### src/rtl/jtdd2_mcu_bridge_if.sv
// jtdd2_mcu_bridge_if: main CPU side bus of the MCU bridge (decoded strobes, write data, status/wait/irq).
interface jtdd2_mcu_bridge_if;
  logic       main_cen;
  logic       ctrl_cs;
  logic       nmi_cs;
  logic       irqack_cs;
  logic       shr_cs;
  logic       main_wrn;
  logic [7:0] main_dout;
  logic [7:0] status;
  logic       main_wait;
  logic       main_irq;
  modport master (
    output main_cen, ctrl_cs, nmi_cs, irqack_cs, shr_cs, main_wrn, main_dout,
    input  status, main_wait, main_irq
  );
  modport slave (
    input  main_cen, ctrl_cs, nmi_cs, irqack_cs, shr_cs, main_wrn, main_dout,
    output status, main_wait, main_irq
  );
endinterface

### src/rtl/jtdd2_mcu_bridge.sv
// jtdd2_mcu_bridge: main CPU <-> MCU control, bus-request handshake, NMI pulse and IRQ latch.
// Optional REQ timeout enabled by defining JTDD2_MCU_TIMEOUT_EN.
module jtdd2_mcu_bridge (
  input  logic clk,
  input  logic rst,
  jtdd2_mcu_bridge_if.slave bus,
  output logic mcu_rstb,
  output logic mcu_halt,
  output logic mcu_nmi_set,
  output logic com_cs,
  input  logic mcu_ban,
  input  logic mcu_irqmain
);
  typedef enum logic [1:0] {RUN, REQ, HALTED, REL} state_t;
  state_t     state;
  logic       mcu_run, halt_req, irq_last, main_irq, timeout, wr, unused_dout;
  logic [1:0] nmi_cnt;
`ifdef JTDD2_MCU_TIMEOUT_EN
  logic [7:0] cnt;
`else
  assign timeout = 1'b0;
`endif
  assign wr            = bus.main_cen & ~bus.main_wrn;
  assign unused_dout   = ^bus.main_dout[7:2];
  assign bus.status    = {5'd0, timeout, state == HALTED, mcu_run};
  assign bus.main_wait = bus.shr_cs & (state != HALTED) & mcu_run;
  assign bus.main_irq  = main_irq;
  assign com_cs        = bus.shr_cs & (state == HALTED);
  assign mcu_nmi_set   = nmi_cnt != 2'd0;
  always_ff @(posedge clk) begin
    if (rst) begin
      mcu_run  <= 1'b0;
      halt_req <= 1'b0;
      state    <= RUN;
      mcu_rstb <= 1'b0;
      mcu_halt <= 1'b0;
      nmi_cnt  <= 2'd0;
      irq_last <= 1'b0;
      main_irq <= 1'b0;
`ifdef JTDD2_MCU_TIMEOUT_EN
      timeout  <= 1'b0;
      cnt      <= 8'd0;
`endif
    end else begin
      mcu_rstb <= mcu_run;
      irq_last <= mcu_irqmain;
      // a fresh edge wins over a simultaneous acknowledge
      main_irq <= (mcu_irqmain & ~irq_last) | (main_irq & ~(bus.irqack_cs & wr));
      nmi_cnt  <= bus.nmi_cs & wr ? 2'd2 : nmi_cnt - {1'b0, |nmi_cnt};
`ifdef JTDD2_MCU_TIMEOUT_EN
      cnt <= state == REQ && mcu_run && mcu_ban ? cnt + {7'd0, bus.main_cen} : 8'd0;
`endif
      if (!mcu_run) begin
        state    <= RUN;
        mcu_halt <= 1'b0;
      end else
        case (state)
          RUN:    if (halt_req) begin state <= REQ; mcu_halt <= 1'b1; end
          REQ:
            if (!mcu_ban) state <= HALTED;
`ifdef JTDD2_MCU_TIMEOUT_EN
            else if (bus.main_cen && cnt == 8'd254) begin
              state    <= RUN;
              mcu_halt <= 1'b0;
              timeout  <= 1'b1;
              halt_req <= 1'b0;
              cnt      <= 8'd0;
            end
`endif
          HALTED: if (!halt_req) begin state <= REL; mcu_halt <= 1'b0; end
          REL:    if (mcu_ban) begin state <= halt_req ? REQ : RUN; mcu_halt <= halt_req; end
        endcase
      if (bus.ctrl_cs & wr) begin
        mcu_run  <= bus.main_dout[0];
        halt_req <= bus.main_dout[1];
`ifdef JTDD2_MCU_TIMEOUT_EN
        timeout  <= 1'b0;
`endif
      end
    end
  end
endmodule

### src/flat_wrapper.sv
// flat-port wrapper written by rule: the top's interface ports become plain ports
module jtdd2_mcu_bridge_flat 
  (clk, rst, mcu_rstb, mcu_halt, mcu_nmi_set, com_cs, mcu_ban, mcu_irqmain, bus_main_cen, bus_ctrl_cs, bus_nmi_cs, bus_irqack_cs, bus_shr_cs, bus_main_wrn, bus_main_dout, bus_status, bus_main_wait, bus_main_irq);
  jtdd2_mcu_bridge_if bus_i ();
  input  logic clk;
  input  logic rst;
  output logic mcu_rstb;
  output logic mcu_halt;
  output logic mcu_nmi_set;
  output logic com_cs;
  input  logic mcu_ban;
  input  logic mcu_irqmain;
  input wire logic [$bits(bus_i.main_cen)-1:0] bus_main_cen;
  input wire logic [$bits(bus_i.ctrl_cs)-1:0] bus_ctrl_cs;
  input wire logic [$bits(bus_i.nmi_cs)-1:0] bus_nmi_cs;
  input wire logic [$bits(bus_i.irqack_cs)-1:0] bus_irqack_cs;
  input wire logic [$bits(bus_i.shr_cs)-1:0] bus_shr_cs;
  input wire logic [$bits(bus_i.main_wrn)-1:0] bus_main_wrn;
  input wire logic [$bits(bus_i.main_dout)-1:0] bus_main_dout;
  output wire logic [$bits(bus_i.status)-1:0] bus_status;
  output wire logic [$bits(bus_i.main_wait)-1:0] bus_main_wait;
  output wire logic [$bits(bus_i.main_irq)-1:0] bus_main_irq;
  assign bus_i.main_cen = bus_main_cen;
  assign bus_i.ctrl_cs = bus_ctrl_cs;
  assign bus_i.nmi_cs = bus_nmi_cs;
  assign bus_i.irqack_cs = bus_irqack_cs;
  assign bus_i.shr_cs = bus_shr_cs;
  assign bus_i.main_wrn = bus_main_wrn;
  assign bus_i.main_dout = bus_main_dout;
  assign bus_status = bus_i.status;
  assign bus_main_wait = bus_i.main_wait;
  assign bus_main_irq = bus_i.main_irq;
  jtdd2_mcu_bridge u_core (.clk(clk), .rst(rst), .bus(bus_i), .mcu_rstb(mcu_rstb), .mcu_halt(mcu_halt), .mcu_nmi_set(mcu_nmi_set), .com_cs(com_cs), .mcu_ban(mcu_ban), .mcu_irqmain(mcu_irqmain));
endmodule
### config.mk
export PLATFORM = sky130hd
export DESIGN_NAME = jtdd2_mcu_bridge_flat
export DESIGN_NICKNAME = d
export VERILOG_FILES = /design/src/rtl/jtdd2_mcu_bridge_if.sv /design/src/rtl/jtdd2_mcu_bridge.sv /design/src/flat_wrapper.sv
export SDC_FILE = /design/constraint.sdc
export NUM_CORES = 1
export LEC_CHECK = 0
export ABC_CLOCK_PERIOD_IN_PS = 1400
export CAP_MARGIN = 20
export CORE_ASPECT_RATIO = 1.1
export CORE_UTILIZATION = 34
export CTS_BUF_LIST = sky130_fd_sc_hd__clkbuf_16
export CTS_CLUSTER_SIZE = 28
export DETAILED_ROUTE_END_ITERATION = 16
export GPL_ROUTABILITY_DRIVEN = 0
export PLACE_DENSITY = 0.74
export SLEW_MARGIN = 20
export SYNTH_ARGS = -nofsm -noshare
export SYNTH_HDL_FRONTEND = slang
export SYNTH_SLANG_ARGS = --single-unit
### constraint.sdc
create_clock -name clk -period 1.4 [get_ports clk]
set_input_delay 0.21 -clock clk [delete_from_list [all_inputs] [get_ports clk]]
set_output_delay 0.21 -clock clk [all_outputs]
set_load 0.005 [all_outputs]
==> metrics.yaml <==
grt:
  grt_pass1_vias: 529
  grt-ovfl-total: 0
  antenna_found_initial: 0
  grt_pass1_wl_um: 2160
  grt_usage_pct: 15.1
  grt_max_degree: 7
outcome:
  status: "complete, but fails checks"
  violations: "setup timing"
logic_synthesis:
  netlist_area_um2: 598
  avgSynthCellArea_um2: 9.06
  ys_types: 25
  synth_seq_cells: 10
  seq_area_frac_synth_pct: 33.5
  yosys_warnings: 0
  synth_cells: 66
route:
  via_count: 541
  drtIter0Drc: 4
  wirelength_um: 1310
  post_drt_wl_per_cell_um: 11.2
  dr.pass1.iters: 4
  drcViolationCount: 0
  drt-vias-per-instance: 4.62
  antenna_left: 0
worst_hold_path:
  min-delay-start: "u_core.nmi_cnt[1]"
  hp-class: "flop to flop"
timing:
  fin_ws_ns: -0.153
  skew_ns: 0.000821
  hold_ws_ns: 0.457
  period_share_pct: 111
  fin_crit_ns: 1.55
  hold_viol: 0
  finalSetupViolations: 3
  fmax_ghz: 0.644
  slew_viol_final: 0
  rsz0062_at_grt: "yes"
placed_design:
  post-place-ws_ns: -0.282
  port_buffers: 19
  dp.cells: 108
  dpl_cell_area_um2: 846
  dp_hpwl_um: 935
layout:
  stdcell_area_um2: 1030
  layout_commonest_cell: "clkdlybuf4s50_1"
  antenna_cells: 0
  fin_util_pct: 63.9
  layout.nets: 126
  final_cells: 117
  drive_above_1_share_pct: 36.0
  syn2layout_area_growth_pct: 72.4
  final_cell_mix: "clkdlybuf4s50_1 (15), buf_4 (10), nand2_1 (8), dfxtp_1 (8), conb_1 (6)"
critical_path:
  crit_fanout: 3
  critPathKind: "flop to flop"
  arrival_ns: 1.70
  rr_startpoint: "u_core.state[0]"
  cp_top_family: "compound AO/OA/AOI/OAI gates"
  cp_num_buf_inv: 1
  crit_path_start_kind: "flop"
  cp_cell_sequence: "buf_6 > ha_2 > mux2_4 > a211oi_4 > o21ai_1 > a221oi_2"
  endpoint_kind: "flop"
  required_ns: 1.54
  crit_start: "u_core.state[0]"
  cp_slowest_cell: "dfxtp_2"
  max_stage_delay_ns: 0.33
clock_network:
  cts.sinks: 10
  cts_hold_buf: 0
  cts_tree: "built"
  ctsRootBufferMaster: "clkbuf_16"
  clock_path_buffers: 2
  clock_latency_ns: 0.23
  cts_made_buffers: 3
  clk_pin_slew_ns: 0.04
  h-tree-depth: 1
die:
  num_rows: 15
  initial_core_util_pct: 37.1
  pin_count: 32
  die_w_um: 42.0
  die_height_um: 46.0
  die_area_um2: 1930
  coreArea_um2: 1610
power:
  power.leakage_nw: 0.432
  power_per_cell_area_nw_per_um2: 851
  ir_drop_uv: 738
run:
  cap_violations: 0
-- cell usage after synthesis --
cell type  count  share of area, %
conb_1         1              0.63
nor3_1         1              0.84
nand2b_1       1               1.0
and2b_1        1               1.3
mux2_4         1               2.5
nor2b_2        1               1.5
nor2b_1        3               3.1
a21oi_1        4               3.3
mux2_2         1               1.9
buf_4          7               8.8
dfxtp_1       10                33
or2_2          1               1.0
inv_1          3               1.9
o21ai_1        1              0.84
a211oi_4       1               3.3
and2_1         1               1.0
a211oi_1       1               1.3
nand2_1        8               5.0
ha_1           7                15
mux2i_1        2               3.3
nor2_1         5               3.1
o21ai_0        1              0.84
a221oi_2       1               2.5
and3_1         1               1.0
nand3_1        2               1.7
-- final timing paths --
| kind | endpoint | slack (ns) | cells past startpoint |
|---|---|---|---|
| worst max-delay path | u_core.state[0] | -0.15 | 6 |
| worst min-delay path | u_core.nmi_cnt[1] | 0.46 | 2 |
| worst max register to register | u_core.state[0] | -0.15 | 6 |
| worst min register to register | u_core.nmi_cnt[1] | 0.46 | 2 |
-- stage by stage --
step	total power, mW	setup TNS (ns)
after floorplan	0.341	-0.0504
after global placement	0.380	-0.761
after detailed placement	0.381	-0.894
after CTS	0.886	-0.379
after global routing	0.909	-0.545
final	0.877	-0.327
-- sequential cells by signal, indices dropped and copies added (netlist names) --
| signal | flops |
|---|---|
| u_core.irq_last | 1 |
| u_core.bus.main_irq | 1 |
| u_core.mcu_run | 1 |
| u_core.mcu_rstb | 1 |
| u_core.halt_req | 1 |
| u_core.nmi_cnt | 2 |
| u_core.state | 2 |
| u_core.mcu_halt | 1 |
-- logic make-up after synthesis --
family / share of synthesized area, %
compound gates: 12.1
flops: 33.5
other cells: 0.627
fa+ha+maj: 14.6
mux: 7.74
simple gates: 20.7
buf+inv: 10.7
-- per-layer routing --
layer  global-route usage, %  up-vias  part of all wire [%]
met5                       0        -                     0
met4                    7.74        0                   1.5
met3                    1.19        2                   3.9
met2                    31.6       19                    57
met1                    15.0      245                    37
li1                        -      275                     -
-- repair_timing --
item / in CTS / in global routing
resized for setup: 20 / 4
endpoints found under the setup margin: 7 / 5
buffers inserted: 4 / 1
pin swaps: 2 / 2
-- report_power, final --
group / switching [mW] / internal [mW] / total, mW
clock network: 0.127 / 0.374 / 0.501
registers: 0.00436 / 0.292 / 0.296
logic: 0.0287 / 0.0512 / 0.0799
total: 0.160 / 0.717 / 0.877
-- layout make-up --
class | count | area [um2]
fillers | 151 | 583
multi-input cells | 51 | 425
repair buffers | 32 | 287
flip-flops and latches | 10 | 205
clock buffers | 3 | 75.1
well taps | 17 | 21.3
inverters | 3 | 13.8
clock inverters | 1 | 3.75
-- tightest hold or removal path, cell delays in order, from the launching register on --
cell	delay (ns)
dfxtp_1	0.30
nand2_1	0.05
a21oi_1	0.05
No activity file was read; power rests on OpenSTA's default activity.
